### config.mk
export PLATFORM = sky130hd
export DESIGN_NAME = cam_capture
export DESIGN_NICKNAME = d
export VERILOG_FILES = /design/src/rtl/cam_capture_pkg.sv /design/src/rtl/cam_capture_edge_sync.sv /design/src/rtl/cam_capture.sv
export SDC_FILE = /design/constraint.sdc
export NUM_CORES = 1
export LEC_CHECK = 0
export CORE_ASPECT_RATIO = 0.9
export CORE_MARGIN = 4
export CORE_UTILIZATION = 45
export DETAILED_ROUTE_END_ITERATION = 8
export PLACE_DENSITY = 0.67
export SKIP_LAST_GASP = 1
export SLEW_MARGIN = 10
export SYNTH_ARGS = -nofsm -noshare
export SYNTH_HDL_FRONTEND = slang
export SYNTH_SLANG_ARGS = --single-unit
### constraint.sdc
create_clock -name clock -period 3.2 [get_ports clock]
set_input_delay 0.48 -clock clock [delete_from_list [all_inputs] [get_ports clock]]
set_output_delay 0.48 -clock clock [all_outputs]
set_load 0.02 [all_outputs]
### src/rtl/cam_capture_pkg.sv
// Shared types and constants for the camera capture path: FSM states, frame geometry
// defaults, and the RGB444 field layout also used by the display-side op_pixel.
package cam_capture_pkg;

  typedef enum logic [1:0] {
    S_IDLE,
    S_WAIT,
    S_FRAME
  } state_e;

  localparam int H_ACTIVE_DEF = 320;
  localparam int V_ACTIVE_DEF = 240;
  localparam int FRAME_PIXELS = H_ACTIVE_DEF * V_ACTIVE_DEF;

  localparam int R_MSB = 11;
  localparam int R_LSB = 8;
  localparam int G_MSB = 7;
  localparam int G_LSB = 4;
  localparam int B_MSB = 3;
  localparam int B_LSB = 0;

  // hi/lo are the two camera bytes of one RGB565 pixel, in arrival order.
  function automatic logic [11:0] rgb565_to_444(input logic [7:0] hi, input logic [7:0] lo);
    logic [11:0] px;
    px                = '0;
    px[R_MSB:R_LSB]   = hi[7:4];
    px[G_MSB:G_LSB]   = {hi[2:0], lo[7]};
    px[B_MSB:B_LSB]   = lo[4:1];
    return px;
  endfunction

endpackage

### src/rtl/cam_capture_edge_sync.sv
// Two-flop synchroniser for an asynchronous camera control line, plus a third flop
// so the synchronised level can be edge-detected.
module cam_capture_edge_sync (
  input  logic clock,
  input  logic reset,
  input  logic din,
  output logic sync,
  output logic rise,
  output logic fall
);

  logic s1_q, s2_q, s3_q;

  // NOTE: non-blocking assignments keep the three stages a true shift register.
  always_ff @(posedge clock or posedge reset) begin
    if (reset) begin
      s1_q <= 1'b0;
      s2_q <= 1'b0;
      s3_q <= 1'b0;
    end else begin
      s1_q <= din;
      s2_q <= s1_q;
      s3_q <= s2_q;
    end
  end

  assign sync = s2_q;
  assign rise = s2_q & ~s3_q;
  assign fall = ~s2_q & s3_q;

endmodule

### src/rtl/cam_capture.sv
// Writer side of the live-feed frame buffer: oversamples an OV7670-style port, packs
// RGB565 byte pairs into RGB444 and issues one memory write per in-bounds pixel.
module cam_capture
  import cam_capture_pkg::*;
#(
  parameter int H_ACTIVE = H_ACTIVE_DEF,
  parameter int V_ACTIVE = V_ACTIVE_DEF,
  parameter int ADDR_W   = 17
) (
  input  logic              clock,
  input  logic              reset,
  input  logic              capture_en,
  input  logic              cam_pclk,
  input  logic              cam_vsync,
  input  logic              cam_href,
  input  logic [7:0]        cam_data,
  output logic              wr_en,
  output logic [ADDR_W-1:0] wr_addr,
  output logic [11:0]       wr_data,
  output logic              frame_done,
  output logic              frame_err,
  output logic              busy
);

  localparam int FRAME_PX = H_ACTIVE * V_ACTIVE;
  localparam int COL_W    = $clog2(H_ACTIVE + 1);
  localparam int LINE_W   = $clog2(V_ACTIVE + 1);
  localparam int PIX_W    = $clog2(FRAME_PX + 1) + 1;

  localparam logic [COL_W-1:0]  COL_MAX  = COL_W'(H_ACTIVE);
  localparam logic [LINE_W-1:0] LINE_MAX = LINE_W'(V_ACTIVE);
  localparam logic [PIX_W-1:0]  PIX_GOAL = PIX_W'(FRAME_PX);

  logic pclk_rise, vsync_rise, vsync_fall, href_s2, href_fall;
  logic pclk_s2, pclk_fall, vsync_s2, href_rise;
  logic unused_edges;
  logic [7:0] data_s1_q, data_s2_q;

  cam_capture_edge_sync u_pclk_sync (
    .clock(clock), .reset(reset), .din(cam_pclk),
    .sync(pclk_s2), .rise(pclk_rise), .fall(pclk_fall)
  );
  cam_capture_edge_sync u_vsync_sync (
    .clock(clock), .reset(reset), .din(cam_vsync),
    .sync(vsync_s2), .rise(vsync_rise), .fall(vsync_fall)
  );
  cam_capture_edge_sync u_href_sync (
    .clock(clock), .reset(reset), .din(cam_href),
    .sync(href_s2), .rise(href_rise), .fall(href_fall)
  );

  assign unused_edges = ^{pclk_s2, pclk_fall, vsync_s2, href_rise};

  state_e              state_q, state_d;
  logic [COL_W-1:0]    col_q, col_d;
  logic [LINE_W-1:0]   line_q, line_d;
  logic [ADDR_W-1:0]   base_q, base_d;
  logic [PIX_W-1:0]    pix_q, pix_d;
  logic                phase_q, phase_d;
  logic [7:0]          hi_q, hi_d;
  logic                wr_en_q, wr_en_d;
  logic [ADDR_W-1:0]   wr_addr_q, wr_addr_d;
  logic [11:0]         wr_data_q, wr_data_d;
  logic                frame_done_q, frame_done_d;
  logic                frame_err_q, frame_err_d;

  // NOTE: every output of this block gets a default first, so no path infers a latch.
  always_comb begin
    state_d      = state_q;
    col_d        = col_q;
    line_d       = line_q;
    base_d       = base_q;
    pix_d        = pix_q;
    phase_d      = phase_q;
    hi_d         = hi_q;
    wr_en_d      = 1'b0;
    wr_addr_d    = wr_addr_q;
    wr_data_d    = wr_data_q;
    frame_done_d = 1'b0;
    frame_err_d  = frame_err_q;

    case (state_q)
      S_IDLE: begin
        if (capture_en) state_d = S_WAIT;
      end
      S_WAIT: begin
        if (vsync_fall) begin
          col_d   = '0;
          line_d  = '0;
          base_d  = '0;
          pix_d   = '0;
          phase_d = 1'b0;
          state_d = S_FRAME;
        end
      end
      S_FRAME: begin
        // vsync wins over a coincident byte strobe; that byte is dropped.
        if (vsync_rise) begin
          frame_done_d = 1'b1;
          frame_err_d  = (pix_q != PIX_GOAL);
          state_d      = capture_en ? S_WAIT : S_IDLE;
        end else if (href_fall) begin
          if (col_q != '0 && line_q != LINE_MAX) begin
            line_d = line_q + 1'b1;
            base_d = base_q + ADDR_W'(H_ACTIVE);
          end
          col_d   = '0;
          phase_d = 1'b0;
        end else if (pclk_rise && href_s2) begin
          if (!phase_q) begin
            hi_d    = data_s2_q;
            phase_d = 1'b1;
          end else begin
            phase_d = 1'b0;
            if (pix_q != '1) pix_d = pix_q + 1'b1;
            if (col_q < COL_MAX && line_q < LINE_MAX) begin
              wr_en_d   = 1'b1;
              wr_addr_d = base_q + ADDR_W'(col_q);
              wr_data_d = rgb565_to_444(hi_q, data_s2_q);
            end
            if (col_q < COL_MAX) col_d = col_q + 1'b1;
          end
        end
      end
      default: state_d = S_IDLE;
    endcase
  end

  always_ff @(posedge clock or posedge reset) begin
    if (reset) begin
      data_s1_q    <= '0;
      data_s2_q    <= '0;
      state_q      <= S_IDLE;
      col_q        <= '0;
      line_q       <= '0;
      base_q       <= '0;
      pix_q        <= '0;
      phase_q      <= 1'b0;
      hi_q         <= '0;
      wr_en_q      <= 1'b0;
      wr_addr_q    <= '0;
      wr_data_q    <= '0;
      frame_done_q <= 1'b0;
      frame_err_q  <= 1'b0;
    end else begin
      data_s1_q    <= cam_data;
      data_s2_q    <= data_s1_q;
      state_q      <= state_d;
      col_q        <= col_d;
      line_q       <= line_d;
      base_q       <= base_d;
      pix_q        <= pix_d;
      phase_q      <= phase_d;
      hi_q         <= hi_d;
      wr_en_q      <= wr_en_d;
      wr_addr_q    <= wr_addr_d;
      wr_data_q    <= wr_data_d;
      frame_done_q <= frame_done_d;
      frame_err_q  <= frame_err_d;
    end
  end

  assign wr_en      = wr_en_q;
  assign wr_addr    = wr_addr_q;
  assign wr_data    = wr_data_q;
  assign frame_done = frame_done_q;
  assign frame_err  = frame_err_q;
  assign busy       = (state_q != S_IDLE);

endmodule

==> metrics.md <==
| Metric | Value |
|---|---|
| Internal power | about 3.1 mW |
| Number of port buffers | 46 |
| Clock group share of total power | 46.0% |
| EDFF count, synth | 0 |
| Share of layout cells above drive strength 1 | about an eighth |
| Period minus WS final | 2280 ps |
| Total negative slack | 0 ps |
| Gp weighted congestion | 0.834 |
| Reg clk slew, reported paths | 60 ps |
| Largest family of logic cells by synthesized area | simple AND/OR/NAND/NOR gates |
| HP Class | register to register |
| Initial antenna violation count | 0 |
| Crit end category | register |
| Total design power | roughly 4.2 mW |
| Final hold viol count | 0 |
| Crit path max-delay cell type | o221ai_2 |
| Avg Inst Size Synth | 10.7 µm² |
| Post_cts resized | 0 |
| Setup Skew | 8.63 ps |
| Worst path cell trace | ha_1, and4_1, nand4_1, o221ai_2, o21ai_0, o31ai_1 |
| Post-DR vias/cell | between 5 and 6 |
| Post-synthesis sequential area ratio | 54.5% |
| Row count | 36 |
| Routed WL | roughly 11000 µm |
| Unrepaired setup endpoints after global routing | no |
| Initial Utilization | between 40% and 50% |
| Vias in the first global route | a little under 4000 |
| Pre-CTS WS | 1010 ps |
| Final setup margin | 917 ps |
| Detailed Routing Iterations Pass 1 | 4 |
| Max Slew Vio Count | 0 |
| Leakage | 2.75 nW |
| DRC viols | 0 |
| Worst-margin pin slew | 894 ps |
| Core footprint | 11000 µm² |
| CTS buffer count | 17 |
| Placed instance count | 669 |
| # nets final | 561 |
| Via count | 3911 |
| Grt ovf | 0 |
| Synth Area in XOR/XNOR | 3.04% |
| # IOs | 47 |
| WP data required | 3510 ps |
| VDD IR max | approximately 0.36 mV |
| Hold Buf Count CTS | 0 |
| Final HPWL DP | roughly 7400 µm |
| Filler cells | 898 |
| Max incr delay on CP | approximately 640 ps |
| FFs w/ async S/R, synth | 100% |
| Net count after synthesis | 511 |
| Post-DRT Antenna Nets | 0 |
| Die W | 121 µm |
| CTS sink cnt | 113 |
| Synthesized cell area | between 5000 and 6000 µm² |
| Global-route wire length before repair | 18900 µm |
| Period utilization | 71.3% |
| CTS Buffer Depth | 2 |
| Clock root buffer | clkbuf_16 |
| Adder-cell share of the synthesized area | 2.66% |
| Area Growth Syn to Fin | 24.2% |
| Distinct cells, synth | 50 |
| Fin util | 58.3% |
| GRT Total Usage | 18.0% |
| Antenna Cells | 0 |
| # H-tree levels | 4 |
| WL/cell | 15.6 µm |
| DR iter-0 viols | approximately 250 |
| CTS tree | done |
| Simple-gate share of the synthesized area | approximately 17% |
| Worst-skew pair later-pin latency | 410 ps |
| Multiplexer share of the synthesized area | 5.43% |
| Seq cells post-synth | 113 |
| Power Dens Cells | 652 nW/µm² |
| Max Fanout on Critical Path | 17 |
| Max Cap Viol | 0 |
| Crit Path Class | register to register |
| Compound-gate portion of the synthesized area | 14.2% |
| WP data arrival | 2590 ps |
| Largest net degree at the start of global routing | 42 |
| Startpoint Class | register |
| Cells after Synth | slightly below 500 |
| Sequential share of power | about two fifths |
| Max Fclk | between 400 and 500 MHz |
| Ys flop type | dfrtp_1 |
| Die area | 13300 µm² |
| # setup viols final | 0 |
| Post-CTS setup buffer count | 0 |
| Switching power | 1.12 mW |
| Die Ht | 110 µm |
| Outcome | complete, no violations |
| Fin cells | 701 |
| Switching Share | 26.7% |
| Combinational power share | 14.8% |
| Slew margin rel. | 40.3% |
| Synth Warn # | 0 |
flip-flops by register name, indices dropped and copies added, names as in the netlist, 2 cells and up:
signal	flops
wr_addr	17
data_s2_q	8
state_q	2
base_q	11
hi_q	7
pix_q	18
wr_data	12
col_q	9
line_q	8
data_s1_q	8
worst paths after layout:
path / start / end / slack, ps / cells past startpoint
min reg2reg: u_vsync_sync.s1_q$_DFF_PP0_ / u_vsync_sync.sync$_DFF_PP0_ / 350 / 0
min in group asynchronous: reset / pix_q[0]$_DFFE_PP0P_ / 600 / 2
max: pix_q[0]$_DFFE_PP0P_ / pix_q[3]$_DFFE_PP0P_ / 920 / 6
max reg2reg: pix_q[0]$_DFFE_PP0P_ / pix_q[3]$_DFFE_PP0P_ / 920 / 6
min: u_vsync_sync.s1_q$_DFF_PP0_ / u_vsync_sync.sync$_DFF_PP0_ / 350 / 0
max in group asynchronous: reset / col_q[8]$_DFFE_PP0P_ / 1930 / 3
placed cells by master, fill, tap and decap left out, types with 6 or more instances in the layout:
cell type / Yosys / layout
a21oi_1: 25 / 25
and2_1: 7 / 7
and3_1: 6 / 6
and4_1: 6 / 6
clkbuf_16: 0 / 17
clkdlybuf4s50_1: 0 / 46
dfrtp_1: 113 / 113
ha_1: 11 / 11
inv_1: 15 / 14
mux2_2: 25 / 25
nand2_1: 30 / 30
nand2b_1: 10 / 10
nand3_1: 22 / 22
nand4_1: 12 / 12
nor2_1: 37 / 37
nor3_1: 6 / 6
nor4_1: 7 / 7
o21ai_0: 44 / 44
o31ai_1: 16 / 16
xnor2_1: 11 / 11
xor2_1: 7 / 7
logic make-up after synthesis:
kind of cell / after synthesis
other: 1
xor gates and xnor gates: 18
buffers and inverters: 35
DFF: 113
muxes: 25
and+or+nand+nor: 167
adders and majority gates: 11
AOI/OAI and AO/OA: 116
synthesized netlist by cell type, drive strengths merged (6+ instances only):
cell type,count,area share [%]
and2,7,0.84
nor3,6,0.58
o31ai,17,2.7
inv,15,1.1
and3,6,0.72
xor2,7,1.2
nor4,7,0.84
nand3,22,2.1
ha,11,2.7
nand2b,10,1.2
nor2,37,2.7
clkbuf,12,0.87
dfrtp,113,55
nand2,30,2.2
mux2,25,5.4
xnor2,11,1.9
and4,6,1.0
a21oi,26,2.6
nand4,12,1.4
buf,8,0.82
o21ai,45,4.4
power groups by stage:
| stage | clock network (mW) | registers [mW] | logic, mW |
|---|---|---|---|
| after floorplan | 0 | 1.71 | 0.343 |
| after detailed placement | 0 | 1.67 | 0.621 |
| after CTS | 1.97 | 1.65 | 0.627 |
| final | 1.93 | 1.65 | 0.621 |
| after global routing | 2.05 | 1.66 | 0.682 |
| after global placement | 0 | 1.66 | 0.603 |
per-layer routing:
layer  up-vias  GRT usage (%)  share of wire, %
met5         -              0                 0
met1      1944           22.7                45
met3        11           4.84               3.8
met2        78           29.9                50
li1       1878              -                 -
met4         0           6.72               1.2
stage by stage:
| step | cell area [µm²] | hold slack [ps] |
|---|---|---|
| floorplan | 5190 | 331 |
| global placement | 5820 | 332 |
| detailed placement | 5820 | 335 |
| CTS | 6440 | 347 |
| global route | 6440 | 356 |
| finish | 6440 | 347 |
critical path: cells and delay by family (launching register included):
| family | cells | cell delay [ps] |
|---|---|---|
| AOI/OAI and AO/OA | 3 | 1000 |
| adders and majority gates | 1 | 240 |
| DFF | 1 | 410 |
| and+or+nand+nor | 2 | 520 |
cell type report:
type,instances,area [µm²],area share [%]
inverters,15,60.1,0.933
repair buffers,51,523,8.12
multi-input cells,338,2220,34.5
clock buffers,18,439,6.82
flip-flops and latches,113,2830,43.9
clock inverters,14,179,2.78
well taps,152,190,2.95
No activity file was read; power rests on OpenSTA's default activity.
